==> src/rtl/dlx_mem_pkg.sv <==
// dlx_mem_pkg: size codes, FSM states and lane constants shared by the DLX data-memory controller
package dlx_mem_pkg;
  localparam int WORD_W = 32;
  localparam int BYTE_W = 8;
  localparam int HALF_W = WORD_W / 2;
  localparam logic [1:0] SZ_BYTE = 2'b00;
  localparam logic [1:0] SZ_HALF = 2'b01;
  localparam logic [1:0] SZ_WORD = 2'b10;
  typedef enum logic [2:0] {IDLE, RD, GAP, WR, FIN} state_t;
  function automatic logic misaligned(input logic [1:0] size, input logic [1:0] off);
    return (size == 2'b11) || (size == SZ_HALF && off[0]) || (size == SZ_WORD && off != 2'b00);
  endfunction
endpackage

==> src/rtl/dlx_mem_lane.sv <==
// dlx_mem_lane: big-endian lane extract/extend for loads and lane merge for sub-word stores
// size_i/off_i/sign_ext_i: access shape; rd_word_i: word read from memory; base_i: word to merge into;
// wdata_i: right-aligned store data; ld_data_o: extended load result; st_word_o: merged store word
module dlx_mem_lane
  import dlx_mem_pkg::*;
(
  input  logic [1:0]        size_i,
  input  logic [1:0]        off_i,
  input  logic              sign_ext_i,
  input  logic [WORD_W-1:0] rd_word_i,
  input  logic [WORD_W-1:0] base_i,
  input  logic [WORD_W-1:0] wdata_i,
  output logic [WORD_W-1:0] ld_data_o,
  output logic [WORD_W-1:0] st_word_o
);
  logic [4:0] bsh;
  logic [WORD_W-1:0] b_word, mask, lane;
  logic [BYTE_W-1:0] b;
  logic [HALF_W-1:0] h;
  always_comb begin
    // byte k sits at bit 8*(3-k); {~k,3'b0} is that shift
    bsh = {~off_i, 3'b000};
    b_word = rd_word_i >> bsh;
    b = b_word[BYTE_W-1:0];
    h = off_i[1] ? rd_word_i[HALF_W-1:0] : rd_word_i[WORD_W-1:HALF_W];
    ld_data_o = size_i == SZ_BYTE ? {{(WORD_W-BYTE_W){sign_ext_i & b[BYTE_W-1]}}, b}
              : size_i == SZ_HALF ? {{(WORD_W-HALF_W){sign_ext_i & h[HALF_W-1]}}, h} : rd_word_i;
    mask = size_i == SZ_BYTE ? {{(WORD_W-BYTE_W){1'b0}}, {BYTE_W{1'b1}}} << bsh
         : size_i == SZ_HALF ? (off_i[1] ? {{HALF_W{1'b0}}, {HALF_W{1'b1}}} : {{HALF_W{1'b1}}, {HALF_W{1'b0}}}) : '1;
    lane = size_i == SZ_BYTE ? {{(WORD_W-BYTE_W){1'b0}}, wdata_i[BYTE_W-1:0]} << bsh
         : size_i == SZ_HALF ? (off_i[1] ? {{HALF_W{1'b0}}, wdata_i[HALF_W-1:0]} : {wdata_i[HALF_W-1:0], {HALF_W{1'b0}}}) : wdata_i;
    st_word_o = (base_i & ~mask) | (lane & mask);
  end
endmodule

==> src/rtl/dlx_dmem_ctrl.sv <==
// dlx_dmem_ctrl: byte/half/word load-store controller between the DLX MEM stage and a word-addressed memory
// CPU side: req/rnw/size/sign_ext/addr/wdata in; rdata/done/stall/misalign_err/timeout_err out.
// Memory side: mem_enable/mem_readnotwrite/mem_address/mem_wdata/mem_oe out; mem_rdata/mem_data_ready in.
// Optional: define CTRL_TIMEOUT_EN to abort RD/WR after TIMEOUT_CYCLES extra cycles without mem_data_ready.
module dlx_dmem_ctrl
  import dlx_mem_pkg::*;
#(
  parameter int WORD_SIZE      = 32,
  parameter int ADDRESS_SIZE   = 16,
  parameter int MIN_WAIT       = 2,
  parameter int TIMEOUT_CYCLES = 16
) (
  input  logic                    clk,
  input  logic                    rst,
  input  logic                    req,
  input  logic                    rnw,
  input  logic [1:0]              size,
  input  logic                    sign_ext,
  input  logic [WORD_SIZE-1:0]    addr,
  input  logic [WORD_SIZE-1:0]    wdata,
  output logic [WORD_SIZE-1:0]    rdata,
  output logic                    done,
  output logic                    stall,
  output logic                    misalign_err,
  output logic                    timeout_err,
  output logic                    mem_enable,
  output logic                    mem_readnotwrite,
  output logic [ADDRESS_SIZE-1:0] mem_address,
  output logic [WORD_SIZE-1:0]    mem_wdata,
  output logic                    mem_oe,
  input  logic [WORD_SIZE-1:0]    mem_rdata,
  input  logic                    mem_data_ready
);
`ifdef CTRL_TIMEOUT_EN
  localparam int CNT_MAX = MIN_WAIT + TIMEOUT_CYCLES - 2;
`else
  localparam int CNT_MAX = MIN_WAIT - 1;
  localparam int unused_timeout = TIMEOUT_CYCLES;
`endif
  localparam int CW = $clog2(CNT_MAX + 2);
  localparam logic [CW-1:0] RDY_AT = CW'(MIN_WAIT - 1);
  localparam logic [CW-1:0] CNT_TOP = CW'(CNT_MAX);
  state_t state_q;
  logic [CW-1:0] cnt_q;
  logic rnw_q, sign_q, done_q, mis_q, to_q, en_q, rnwo_q;
  logic [1:0] size_q, off_q;
  logic [WORD_W-1:0] wd_q, word_q, rdata_q, ld_data, st_word;
  logic [ADDRESS_SIZE-1:0] addr_q;
  logic hit, expire, unused_addr;
  assign hit = mem_data_ready && cnt_q >= RDY_AT;
`ifdef CTRL_TIMEOUT_EN
  assign expire = !mem_data_ready && cnt_q == CNT_TOP;
`else
  assign expire = 1'b0;
`endif
  assign unused_addr = ^addr[WORD_SIZE-1:ADDRESS_SIZE+2];
  dlx_mem_lane u_lane (
    .size_i     (size_q),
    .off_i      (off_q),
    .sign_ext_i (sign_q),
    .rd_word_i  (mem_rdata),
    .base_i     (word_q),
    .wdata_i    (wd_q),
    .ld_data_o  (ld_data),
    .st_word_o  (st_word)
  );
  always_ff @(posedge clk) begin
    if (rst) begin
      state_q <= IDLE;
      cnt_q <= '0;
      rnw_q <= 1'b0;
      sign_q <= 1'b0;
      size_q <= '0;
      off_q <= '0;
      wd_q <= '0;
      word_q <= '0;
      addr_q <= '0;
      rdata_q <= '0;
      done_q <= 1'b0;
      mis_q <= 1'b0;
      to_q <= 1'b0;
      en_q <= 1'b0;
      rnwo_q <= 1'b1;
    end else begin
      done_q <= 1'b0;
      mis_q <= 1'b0;
      to_q <= 1'b0;
      case (state_q)
        IDLE: if (req) begin
          rnw_q <= rnw;
          size_q <= size;
          off_q <= addr[1:0];
          sign_q <= sign_ext;
          wd_q <= wdata;
          word_q <= wdata;
          addr_q <= addr[ADDRESS_SIZE+1:2];
          rdata_q <= '0;
          cnt_q <= '0;
          if (misaligned(size, addr[1:0])) begin
            state_q <= FIN;
            done_q <= 1'b1;
            mis_q <= 1'b1;
          end else begin
            // loads and sub-word stores both start with a read
            state_q <= (rnw || size != SZ_WORD) ? RD : WR;
            en_q <= 1'b1;
            rnwo_q <= rnw || size != SZ_WORD;
          end
        end
        RD, WR: begin
          cnt_q <= cnt_q == CNT_TOP ? cnt_q : cnt_q + 1'b1;
          if (hit || expire) begin
            cnt_q <= '0;
            en_q <= 1'b0;
            rnwo_q <= 1'b1;
            if (state_q == RD && !rnw_q && hit) begin
              state_q <= GAP;
              word_q <= mem_rdata;
            end else begin
              state_q <= FIN;
              done_q <= 1'b1;
              to_q <= expire;
              if (state_q == RD && rnw_q && hit) rdata_q <= ld_data;
            end
          end
        end
        // enable stays low here so the write phase sees a fresh ENABLE edge
        GAP: begin
          state_q <= WR;
          word_q <= st_word;
          en_q <= 1'b1;
          rnwo_q <= 1'b0;
        end
        default: state_q <= IDLE;
      endcase
    end
  end
  assign rdata = rdata_q;
  assign done = done_q;
  assign misalign_err = mis_q;
  assign timeout_err = to_q;
  assign mem_enable = en_q;
  assign mem_readnotwrite = rnwo_q;
  assign mem_address = addr_q;
  assign mem_wdata = word_q;
  assign mem_oe = en_q & ~rnwo_q;
  assign stall = (state_q != IDLE && state_q != FIN) || (state_q == IDLE && req);
endmodule
==> config.mk <==
export PLATFORM = sky130hd
export DESIGN_NAME = dlx_dmem_ctrl
export DESIGN_NICKNAME = d
export VERILOG_FILES = /design/src/rtl/dlx_mem_pkg.sv /design/src/rtl/dlx_mem_lane.sv /design/src/rtl/dlx_dmem_ctrl.sv
export SDC_FILE = /design/constraint.sdc
export NUM_CORES = 1
export LEC_CHECK = 0
export ABC_AREA = 1
export BUFFER_PORTS_ARGS = -buffer_cell sky130_fd_sc_hd__buf_2
export CORE_MARGIN = 1.5
export CORE_UTILIZATION = 53
export CTS_CLUSTER_SIZE = 28
export DETAILED_ROUTE_END_ITERATION = 8
export PLACE_DENSITY = 0.8
export SYNTH_ARGS = -nofsm -noshare
export SYNTH_HDL_FRONTEND = slang
export SYNTH_HIERARCHICAL = 1
export SYNTH_SLANG_ARGS = --single-unit
==> constraint.sdc <==
create_clock -name clk -period 3.1 [get_ports clk]
set_input_delay 0.31 -clock clk [delete_from_list [all_inputs] [get_ports clk]]
set_output_delay 0.31 -clock clk [all_outputs]
set_load 0.05 [all_outputs]
; Word level (Yosys, flattened, before mapping)
; Index checks and enable logic that the tools add are counted.
[classes]
eq_ne = 17
shifts = 3
order_cmp = 1
n_mux = 41
reduce_logical = 28
addsub = 1
n_bitwise = 10
[ops]
columns = operator, count
row1 = 32-bit two-way mux, 15
row2 = 32-bit case mux with 3 select lines, 1
row3 = 32-bit bitwise AND, 2
row4 = 32-bit case mux with 2 select lines, 1
row5 = 32-bit NOT, 1
row6 = 32-bit OR, 1
row7 = 8-bit by 5-bit << shifter with 32-bit output, 1
row8 = 8-bit by 5-bit << shifter with 32-bit output (first input constant), 1
row9 = 32-bit by 5-bit right shift with 8-bit output, 1
row10 = 16-bit two-way mux, 1
row11 = 2-bit != test (second input constant), 7
row12 = 3-bit two-way mux, 4
row13 = 1-bit two-way mux, 10
row14 = 1-bit logical AND, 9
row15 = 3-bit case mux with 3 select lines, 1
row16 = 2-bit two-way mux, 4
row17 = 4-bit AND reduction, 2
row18 = 2-bit by 1-bit equality test with 1-bit output (second input constant), 3
row19 = 3-bit by 2-bit equality test with 1-bit output (second input constant), 2
row20 = 3-bit != test (second input constant), 2
row21 = 1-bit case mux with 3 select lines, 2
row22 = 3-bit nonzero test, 2
row23 = 5-bit AND reduction, 1
row24 = 2-bit equality test (second input constant), 2
row25 = 16 further kinds, 25
[word_totals]
elab_cells = 115
ff_bits = 127
out_inout_bits = 87

; Depth between registers and ports, before layout
; Gate-level depths: netlist of the first run.
[logic_depth]
ltp_word = 8
mapped_depth = 14

; Hierarchy
; The synthesis of the first run kept the hierarchy.
[modules_own_cells]
columns = module, n_inst, area_each_um2, cells_each
row1 = dlx_dmem_ctrl, 1, 5760.5, 904
row2 = dlx_mem_lane, 1, 1806.7, 409

; Worst setup path before layout of the first run
; OpenSTA, ideal clock, no wires.
[synth_timing]
path_type = flip-flop to output port
from = register en_q, in the netlist mem_enable
to = output mem_oe
slack_ps = 1426
arrival_ps = 1364
path_stages_with_launch = 3
path_cell_list = dfxtp_1 -> inv_1 -> nor2_1
[synth_between]
elab_chain_len = 1
[synth_rtl]
columns = element, line_no
row1 = "start, declared", dlx_dmem_ctrl.sv:45  ; logic rnw_q, sign_q, done_q, mis_q, to_q, en_q, rnwo_q;
row2 = "start signal, assigned", dlx_dmem_ctrl.sv:82  ; en_q <= 1'b0;
row3 = "start signal, assigned", dlx_dmem_ctrl.sv:106  ; en_q <= 1'b1;
row4 = "start signal, assigned", dlx_dmem_ctrl.sv:114  ; en_q <= 1'b0;
row5 = 1-bit bitwise AND, dlx_dmem_ctrl.sv:146  ; assign mem_oe = en_q & ~rnwo_q;
row6 = "end, declared", dlx_dmem_ctrl.sv:30  ; output logic mem_oe,
; Every way passes these cells.

; Worst setup path after layout of the first run
[layout_timing]
from = register off_q[1]
to = register word_q[1], in the netlist mem_wdata[1]
[layout_between]
elab_chain_len = 7
word_cells_on_any_way = 14
classes_between = 2 x shift / 7 x mux / 5 x bitwise
[layout_rtl]
columns = element, line_no
row1 = "start, declared", dlx_dmem_ctrl.sv:46  ; logic [1:0] size_q, off_q;
row2 = "start signal, assigned", dlx_dmem_ctrl.sv:92  ; off_q <= addr[1:0];
row3 = 2-bit NOT or 32-bit two-way mux (tied branches), "dlx_mem_lane.sv:22, dlx_mem_lane.sv:29"
row4 = 8-bit by 5-bit << shifter with 32-bit output or 32-bit two-way mux (tied branches), "dlx_mem_lane.sv:28, dlx_mem_lane.sv:29"
row5 = 32-bit two-way mux, dlx_mem_lane.sv:28  ; mask = size_i == SZ_BYTE ? {{(WORD_W-BYTE_W){1'b0}}, {BYTE_W{1'b1}}} << bsh
row6 = 32-bit NOT, dlx_mem_lane.sv:32  ; st_word_o = (base_i & ~mask) | (lane & mask);
row7 = 32-bit bitwise AND, dlx_mem_lane.sv:32
row8 = 32-bit OR (*), dlx_mem_lane.sv:32
row9 = net st_word[1], dlx_dmem_ctrl.sv:47  ; logic [WORD_W-1:0] wd_q, word_q, rdata_q, ld_data, st_word;
row10 = 32-bit case mux with 3 select lines (*), dlx_dmem_ctrl.sv:88  ; case (state_q)
row11 = "end signal, assigned", dlx_dmem_ctrl.sv:95  ; word_q <= wdata;
row12 = "end signal, assigned", dlx_dmem_ctrl.sv:118  ; word_q <= mem_rdata;
row13 = "end signal, assigned", dlx_dmem_ctrl.sv:130  ; word_q <= st_word;
row14 = "end, declared", dlx_dmem_ctrl.sv:47
; The timed path passes the listed nets; every way through them passes the cells marked *.
; A chain may end at the register's enable or synchronous reset.

==> results of run 1 <==
[flip-flops by register name, indices dropped and copies added, names as in the netlist]
| register | cells |
|---|---|
| rnw_q | 1 |
| mem_readnotwrite | 1 |
| rdata | 32 |
| sign_q | 1 |
| state_q | 3 |
| mem_enable | 1 |
| off_q | 2 |
| mem_address | 16 |
| cnt_q | 2 |
| done | 1 |
| size_q | 2 |
| mem_wdata | 32 |
| wd_q | 32 |
| misalign_err | 1 |
[power groups by stage]
stage	clock [mW]	sequential, mW	combinational, mW
after floorplan	0	3.86	2.95
after global placement	0	2.56	5.34
after detailed placement	0	2.57	5.40
after CTS	2.14	2.54	5.44
after global routing	2.23	2.61	6.02
final	2.13	2.55	5.48
[worst max path at each step]
| stage | from | depth (start not counted) | to | slack, ps |
|---|---|---|---|---|
| after floorplan | mem_enable$_SDFFE_PP0P_ | 2 | mem_oe | 1430 |
| after global placement | off_q[1]$_SDFFE_PP0P_ | 9 | mem_wdata[5]$_SDFFE_PP0P_ | 860 |
| after detailed placement | size_q[1]$_SDFFE_PP0P_ | 10 | mem_wdata[5]$_SDFFE_PP0P_ | 830 |
| after CTS | size_q[1]$_SDFFE_PP0P_ | 10 | mem_wdata[1]$_SDFFE_PP0P_ | 740 |
| after global routing | off_q[1]$_SDFFE_PP0P_ | 10 | mem_wdata[1]$_SDFFE_PP0P_ | 490 |
| final | off_q[1]$_SDFFE_PP0P_ | 9 | mem_wdata[1]$_SDFFE_PP0P_ | 670 |
[cell type report]
class	count	share of cell area [%]
multi-input cells	973	45.8
flip-flops and latches	127	28.2
repair buffers	192	11.1
inverters	130	5.40
clock buffers	18	4.86
well taps	180	2.49
clock inverters	14	2.11
diodes	1	0.0277
[cell families after synthesis]
kind of cell | after synthesis
fa+ha+maj | 2
compound gates | 118
buf+inv | 213
flops | 127
simple gates | 852
other cells | 1
[synth_stat cells]
library cell | instances | share of area [%]
nand3_4 | 1 | 0.23
nor2_2 | 3 | 0.25
nor2_4 | 4 | 0.60
nand2_2 | 1 | 0.083
o21bai_1 | 1 | 0.099
ha_1 | 2 | 0.33
and3_1 | 1 | 0.083
buf_6 | 1 | 0.15
nor3_1 | 2 | 0.13
clkbuf_1 | 27 | 1.3
nand4_1 | 12 | 0.99
nand3_1 | 143 | 9.5
o21a_1 | 2 | 0.20
dfxtp_1 | 127 | 34
nand2_4 | 1 | 0.15
buf_2 | 37 | 2.4
nand3_2 | 2 | 0.26
a21oi_1 | 72 | 4.8
o21ai_0 | 38 | 2.5
a22oi_1 | 1 | 0.099
inv_1 | 119 | 5.9
conb_1 | 1 | 0.050
nand2_1 | 448 | 22
a21oi_2 | 1 | 0.12
a21boi_0 | 3 | 0.30
buf_4 | 12 | 1.2
nor2_1 | 234 | 12
inv_2 | 11 | 0.55
buf_1 | 6 | 0.30
[metrics by stage]
step / setup slack [ps] / hold slack (ps) / cells / power [mW]
floorplan: 1430 / 436 / 1313 / 6.81
global placement: 864 / 444 / 1602 / 7.90
detailed placement: 834 / 452 / 1602 / 7.97
CTS: 738 / 146 / 1634 / 10.1
global route: 490 / 158 / 1635 / 10.9
finish: 667 / 154 / 1635 / 10.2
[worst max-delay path, stage by stage, from the launching register on]
cell and delay [ps]:
dfxtp_1 470, a21oi_1 640, nand2_1 440, a21oi_1 280, inv_1 50, o21ai_0 190
nor2_1 70, nand2_1 80, nand2_1 50, nor2_1 80
[metal layers]
layer	vias to the layer above	GRT usage [%]	wire, um
li1	4306	-	-
met1	3907	42.3	10100
met2	450	52.0	11000
met3	72	7.90	2380
met4	0	13.3	889
met5	-	0	0
==> flow_metrics.py, run 1 <==
metrics = {
    "outcome": {
        "status": "completed",
    },
    "placement": {
        "gp_congestion": 0.954,
        "hpwl_mm": 16.7,
        "port_buffers": 175,
        "dpl_cell_area_sq_um": 8400,
    },
    "layout": {
        "nFillCells": 1365,
        "final_common_cell": "nand2_1",
        "final_cell_mix": "nand2_1, nor2_1, buf_2",
        "multi_input_area_sq_um": 4140,
        "drive_gt1_share_pct": 17.3,
        "final_area_sq_um": 9030,
        "seq_area_sq_um": 2540,
        "final_util_pct": 64.8,
        "syn_to_final_growth_pct": 19.3,
        "final_nets": 1547,
    },
    "clock_network": {
        "cts_setup_buffers": 0,
        "hold_buffers": 0,
        "tritoncts": "built",
        "cts.clk_slew.worst_paths_ps": 60,
        "clock_latency_ps": 420,
        "cts_root_buffer": "clkbuf_16",
        "clock-sinks": 127,
        "cts_buffers": 17,
        "htree_levels": 4,
        "clockBufferDepth": 2,
        "post_cts_resized": 0,
    },
    "power": {
        "leakage_nw": 4.76,
        "p_seq_share_pct": 25.1,
        "p_comb_share_pct": 53.9,
        "p_switching_mw": 5.23,
        "peakVddDrop_v": 0.000671,
        "clockPowerShare_pct": 21.0,
        "power_density_nw_per_um2": 1130,
        "swShare_pct": 51.4,
        "internal_power_mw": 4.93,
    },
    "synthesis": {
        "synth-seq-area-share_pct": 33.6,
        "synth.distinct_cells": 29,
        "syn-instance-count": 1313,
        "synth-compound-area-share_pct": 8.09,
        "synth_top_family_by_area": "simple AND/OR/NAND/NOR gates",
        "muxShareOfSynthArea_pct": 0,
        "avgSynthCellArea_sq_um": 5.76,
        "synth_area_sq_um": 7570,
        "synth_xor_xnor_area_share_pct": 0,
        "synth-simple-area-share_pct": 46.1,
        "synth_seq_cells": 127,
        "syn_nets": 1419,
        "synthAdderAreaFrac_pct": 0.331,
        "yosysWarnings": 6,
    },
    "sta": {
        "setup_viol": 0,
        "grt_setup_unrepaired": "false",
        "setup_tns_ps": 0,
        "tightest_slew_ps": 713,
        "hold_viol": 0,
        "period_minus_slack_ps": 2430,
        "fmax_mhz": 411,
        "period_share_pct": 78.5,
        "slew_viol_final": 0,
        "fin_worst_skew_ps": 4.88,
        "slew_headroom_pct": 52.5,
    },
    "critical_path": {
        "r2r_cells": 9,
        "cp_max_fo": 14,
        "cp.required_ps": 3460,
        "r2r_end": "mem_wdata[1]$_SDFFE_PP0P_",
        "start_kind": "flip-flop",
        "reg2reg_from": "off_q[1]$_SDFFE_PP0P_",
        "worst_setup_path_end_kind": "flip-flop",
        "arrival_ps": 2790,
        "r2r_slack_ps": 670,
        "critical_path_class": "flip-flop to flip-flop",
    },
    "detailed_routing": {
        "routed_via_density": 5.34,
        "drtIter0Drc": 1039,
        "drt_first_pass_iters": 6,
        "drc": 0,
        "vias": 8735,
        "ant_nets": 0,
        "wire_per_inst_um": 14.9,
        "drt-total-wl_mm": 24.4,
    },
    "floorplan": {
        "core_area_sq_um": 13900,
        "rows": 43,
        "pin_count": 191,
        "die-area_sq_um": 15000,
        "die_w_um": 122,
        "die_y_um": 122,
        "start_util_pct": 54.3,
    },
    "grt": {
        "grt_max_degree": 66,
        "grt_antenna_before_repair": 1,
        "grt_usage_pct": 32.6,
        "grt_overflow": 0,
        "grt_pass1_wl_mm": 38.0,
        "grt_pass1_vias": 7681,
    },
    "min_path": {
        "worstHoldPathType": "primary input to flip-flop",
        "holdPathEnd": "misalign_err$_SDFF_PP0_",
        "worst_hold_path.num_cells": 3,
        "hp-start": "req",
    },
    "flow_run": {
        "cap_violations": 0,
    },
}
No activity file was read; power rests on OpenSTA's default activity.
==> run 2, diff against run 1 <==
==> constraint.sdc (replaced) <==
create_clock -name clk -period 2.5 [get_ports clk]
set_input_delay 0.25 -clock clk [delete_from_list [all_inputs] [get_ports clk]]
set_output_delay 0.25 -clock clk [all_outputs]
set_load 0.05 [all_outputs]
==> run 2 against run 1 <==
Critical path depth is 3 lower. Global-route usage down 0.27 points. Register-to-register slack worse by 410 ps. Die area stayed put. Hold slack got worse by 63 ps. Critical path type is now flip-flop to primary output. Largest cell class unchanged.
==> flow_metrics.py, run 2 (synthesis gave the netlist of run 1 again) <==
metrics = {
    "outcome": {
        "status": "completed",
    },
    "critical_path": {
        "path_common_cell": "nand2_1",
        "critical_path_class": "flip-flop to primary output",
        "cpMaxStageDelayCell": "dfxtp_1",
        "start_kind": "flip-flop",
        "worst_setup_path_end_kind": "primary output",
        "arrival_ps": 2040,
        "path_delay_family": "simple AND/OR/NAND/NOR gates",
        "path_buf_inv": 2,
        "cp.required_ps": 2250,
        "crit_chain": "nor2_2 > nand2_1 > clkinv_2 > nand2_2 > nand2_1 > buf_2",
        "critPathMaxStageDelay_ps": 350,
        "cp_max_fo": 18,
    },
    "floorplan": {
        "die_y_um": 122,
        "die-area_sq_um": 15000,
        "core_area_sq_um": 13900,
        "pin_count": 191,
        "start_util_pct": 54.3,
        "rows": 43,
        "die_w_um": 122,
    },
    "sta": {
        "tightest_slew_ps": 698,
        "fin_worst_skew_ps": 9.20,
        "setup_tns_ps": 0,
        "grt_setup_unrepaired": "false",
        "slew_headroom_pct": 53.5,
        "setup_viol": 0,
        "period_minus_slack_ps": 2290,
        "period_share_pct": 91.6,
        "hold_viol": 0,
        "slew_viol_final": 0,
        "fmax_mhz": 437,
    },
    "placement": {
        "hpwl_mm": 16.6,
        "port_buffers": 175,
        "gp_congestion": 0.966,
    },
    "clock_network": {
        "tritoncts": "built",
        "cts_buffers": 17,
        "cts_setup_buffers": 0,
        "htree_levels": 4,
        "hold_buffers": 0,
        "cts_root_buffer": "clkbuf_16",
        "clock_latency_ps": 430,
        "clockBufferDepth": 2,
        "cts.clk_slew.worst_paths_ps": 60,
        "clock-sinks": 127,
        "post_cts_resized": 0,
    },
    "grt": {
        "grt_usage_pct": 32.3,
        "grt_pass1_vias": 7644,
        "grt_pass1_wl_mm": 38.0,
        "grt_antenna_before_repair": 0,
        "grt_max_degree": 65,
        "grt_overflow": 0,
    },
    "layout": {
        "final_nets": 1550,
        "n_antenna_cell": 0,
        "drive_gt1_share_pct": 17.3,
        "final_cell_mix": "nand2_1, nor2_1, buf_2",
        "syn_to_final_growth_pct": 20.1,
        "final_util_pct": 65.2,
        "final_common_cell": "nand2_1",
    },
    "detailed_routing": {
        "wire_per_inst_um": 14.6,
        "ant_nets": 0,
        "drt-total-wl_mm": 23.8,
        "vias": 8741,
        "drt_first_pass_iters": 6,
        "drtIter0Drc": 891,
        "routed_via_density": 5.34,
        "drc": 0,
    },
    "min_path": {
        "worstHoldPathType": "primary input to flip-flop",
    },
    "power": {
        "leakage_nw": 4.77,
        "power_density_nw_per_um2": 1390,
        "peakVddDrop_v": 0.000868,
    },
    "flow_run": {
        "cap_violations": 0,
    },
}
run 2: cell count changes in the layout (fill, tap and decap cells not counted), sizes merged:
cell,before,now
buf,192,195
bufinv,4,3
clkbuf,18,19
clkinv,7,5
clkinvlp,2,3
diode,1,0
run 2: metal layers:
| metal | part of all wire, % | vias up | global-route usage, % |
|---|---|---|---|
| met5 | 0 | - | 0 |
| met1 | 44 | 3953 | 43.4 |
| met3 | 8.1 | 70 | 5.76 |
| met2 | 45 | 417 | 50.9 |
| met4 | 3.6 | 0 | 14.1 |
| li1 | - | 4301 | - |
run 2: final timing paths:
path,endpoint,cells past startpoint,startpoint,slack [ps]
max reg2reg,mem_wdata[0]$_SDFFE_PP0P_,9,size_q[0]$_SDFFE_PP0P_,260
min reg2reg,mem_address[2]$_SDFFE_PP0P_,2,mem_address[2]$_SDFFE_PP0P_,460
max,stall,6,state_q[1]$_SDFFE_PP0P_,210
min,mem_address[2]$_SDFFE_PP0P_,3,addr[4],90
run 2: final cells by class:
cell class | count | area, sq um
inverter | 130 | 489
sequential | 127 | 2540
multi-input combinational | 973 | 4140
clock buffer | 19 | 443
timing repair buffer | 195 | 1090
fill | 1367 | 4850
clock inverter | 12 | 161
tap | 180 | 225
run 2: metrics by stage:
step | hold slack (ps) | cells | cell area [sq um] | setup WS [ps] | power, mW
after global placement | 445 | 1605 | 8480 | 421 | 9.91
after detailed placement | 452 | 1605 | 8480 | 379 | 10.0
after global routing | 97.2 | 1636 | 9090 | 65.2 | 13.5
after floorplan | 414 | 1313 | 7570 | 886 | 8.45
final | 91.1 | 1636 | 9090 | 209 | 12.6
after CTS | 83.7 | 1636 | 9090 | 125 | 12.6
run 2: power by group:
| part | internal (mW) | total [mW] | switching, mW |
|---|---|---|---|
| Combinational | 1.85 | 6.90 | 5.05 |
| Sequential | 2.69 | 3.15 | 0.461 |
| Clock | 1.60 | 2.56 | 0.965 |
run 2: worst min-delay path: cells and delay by family:
family	cells	cell delay, ps
AND/OR/NAND/NOR	1	70
buffers and inverters	1	90
AO/OA/AOI/OAI	1	60
==> run 3, diff against run 2 <==
--- a/config.mk
+++ b/config.mk
@@ -8,10 +8,11 @@
 export ABC_AREA = 1
 export BUFFER_PORTS_ARGS = -buffer_cell sky130_fd_sc_hd__buf_2
 export CORE_MARGIN = 1.5
-export CORE_UTILIZATION = 53
+export CORE_UTILIZATION = 45
 export CTS_CLUSTER_SIZE = 28
 export DETAILED_ROUTE_END_ITERATION = 8
-export PLACE_DENSITY = 0.8
+export PLACE_DENSITY = 0.69
+export SETUP_SLACK_MARGIN = 0.15
 export SYNTH_ARGS = -nofsm -noshare
 export SYNTH_HDL_FRONTEND = slang
 export SYNTH_HIERARCHICAL = 1
==> constraint.sdc (replaced) <==
create_clock -name clk -period 2.5 [get_ports clk]
set_input_delay 0.375 -clock clk [delete_from_list [all_inputs] [get_ports clk]]
set_output_delay 0.375 -clock clk [all_outputs]
set_load 0.05 [all_outputs]
==> run 3 against run 2 <==
Count of clock-buffer cells in the layout up 1. Clock skew down 1.6 ps. Die area up 17%. Critical endpoint unchanged. Hold slack better by 120 ps. Register-to-register slack better by 290 ps. Flip-flop and latch count unchanged. Routed wire length up 5.3%. Largest power group unchanged.
==> flow_metrics.py, run 3 (synthesis gave the netlist of run 1 again) <==
metrics = {
    "detailed_routing": {
        "wire_per_inst_um": 14.9,
        "routed_via_density": 5.12,
        "drc": 0,
        "drt-total-wl_mm": 25.1,
        "drtIter0Drc": 976,
        "ant_nets": 0,
        "drt_first_pass_iters": 7,
        "vias": 8601,
    },
    "grt": {
        "grt_overflow": 0,
        "grt_pass1_vias": 7743,
        "grt_max_degree": 65,
        "grt_usage_pct": 28.9,
        "grt_pass1_wl_mm": 40.2,
        "grt_antenna_before_repair": 1,
    },
    "critical_path": {
        "cp_max_fo": 7,
        "cp.required_ps": 2120,
        "start_kind": "flip-flop",
        "cpMaxStageDelayCell": "dfxtp_1",
        "critical_path_class": "flip-flop to primary output",
        "critPathMaxStageDelay_ps": 360,
        "crit_chain": "nor2_2 > nand2_1 > inv_2 > nand2_2 > nand2_1 > buf_2",
        "arrival_ps": 1740,
        "worst_setup_path_end_kind": "primary output",
        "path_buf_inv": 2,
        "path_common_cell": "nand2_1",
        "path_delay_family": "simple AND/OR/NAND/NOR gates",
    },
    "clock_network": {
        "clock-sinks": 127,
        "clockBufferDepth": 2,
        "hold_buffers": 0,
        "post_cts_resized": 0,
        "cts_buffers": 17,
        "cts_setup_buffers": 0,
        "cts_root_buffer": "clkbuf_16",
        "htree_levels": 4,
        "tritoncts": "built",
        "clock_latency_ps": 430,
        "cts.clk_slew.worst_paths_ps": 60,
    },
    "power": {
        "swShare_pct": 51.0,
        "internal_power_mw": 6.26,
        "leakage_nw": 4.80,
        "p_switching_mw": 6.52,
        "p_seq_share_pct": 24.7,
        "clockPowerShare_pct": 21.3,
        "power_mw": 12.8,
        "peakVddDrop_v": 0.000717,
        "p_comb_share_pct": 54.0,
        "power_density_nw_per_um2": 1390,
    },
    "sta": {
        "slew_headroom_pct": 53.9,
        "slew_viol_final": 0,
        "setup_viol": 0,
        "fin_ws_ps": 382,
        "tightest_slew_ps": 691,
        "setup_tns_ps": 0,
        "fin_worst_skew_ps": 7.56,
        "period_share_pct": 84.7,
        "fmax_mhz": 472,
        "grt_setup_unrepaired": "false",
        "period_minus_slack_ps": 2120,
        "hold_viol": 0,
    },
    "placement": {
        "post-place-ws_ps": 477,
        "hpwl_mm": 17.5,
        "dp.cells": 1648,
        "gp_congestion": 0.897,
        "port_buffers": 175,
    },
    "layout": {
        "final_nets": 1553,
        "syn_to_final_growth_pct": 21.4,
        "drive_gt1_share_pct": 17.6,
        "final_util_pct": 55.6,
        "final_cell_mix": "nand2_1, nor2_1, buf_2",
        "final_common_cell": "nand2_1",
        "nFillCells": 1704,
        "final_cells": 1681,
    },
    "min_path": {
        "worstHoldPathType": "primary input to flip-flop",
    },
    "floorplan": {
        "start_util_pct": 45.8,
        "die_w_um": 133,
        "core_area_sq_um": 16500,
        "die-area_sq_um": 17600,
        "die_y_um": 133,
        "rows": 47,
        "pin_count": 191,
    },
    "flow_run": {
        "cap_violations": 0,
    },
    "outcome": {
        "status": "completed",
    },
}
## run 3: area by class of cell
type | count | area (sq um) | area share [%]
Antenna cell | 1 | 2.50 | 0.0272
Clock buffer | 20 | 457 | 4.97
Clock inverter | 12 | 183 | 1.99
Inverter | 130 | 488 | 5.31
Multi-Input combinational cell | 973 | 4140 | 45.1
Sequential cell | 127 | 2540 | 27.7
Tap cell | 220 | 275 | 3.00
Timing Repair Buffer | 198 | 1100 | 12.0
## run 3: worst paths after layout
kind / startpoint / to / slack, ps / cells after the start
min: addr[17] / mem_address[15]$_SDFFE_PP0P_ / 210 / 3
max reg2reg: off_q[0]$_SDFFE_PP0P_ / mem_wdata[5]$_SDFFE_PP0P_ / 550 / 11
max: state_q[1]$_SDFFE_PP0P_ / stall / 380 / 6
min reg2reg: mem_address[12]$_SDFFE_PP0P_ / mem_address[12]$_SDFFE_PP0P_ / 460 / 2
## run 3: worst min-delay path: stages
cell and delay, ps:
buf_2 90, nand3_1 60, a21oi_1 60
## run 3: stage by stage
stage	hold slack [ps]	area (sq um)
finish	212	9190
CTS	202	9180
floorplan	436	7570
global route	204	9190
detailed placement	450	8540
global placement	445	8540
## run 3: power groups by stage
stage	Combinational [mW]	Sequential [mW]	Clock (mW)
2_1_floorplan	3.66	4.79	0
3_3_place_gp	6.80	3.19	0
3_5_place_dp	6.85	3.19	0
4_1_cts	6.87	3.16	2.74
5_1_grt	7.65	3.23	2.83
6_report	6.90	3.16	2.72
## run 3: routing by layer
| metal | vias to the layer above | GRT usage [%] | share of wire [%] | wire length, um |
|---|---|---|---|---|
| li1 | 4312 | - | - | - |
| met1 | 3858 | 39.6 | 45 | 11200 |
| met2 | 370 | 43.9 | 44 | 11000 |
| met3 | 61 | 5.98 | 7.9 | 1980 |
| met4 | 0 | 12.5 | 3.5 | 873 |
| met5 | - | 0 | 0 | 0 |
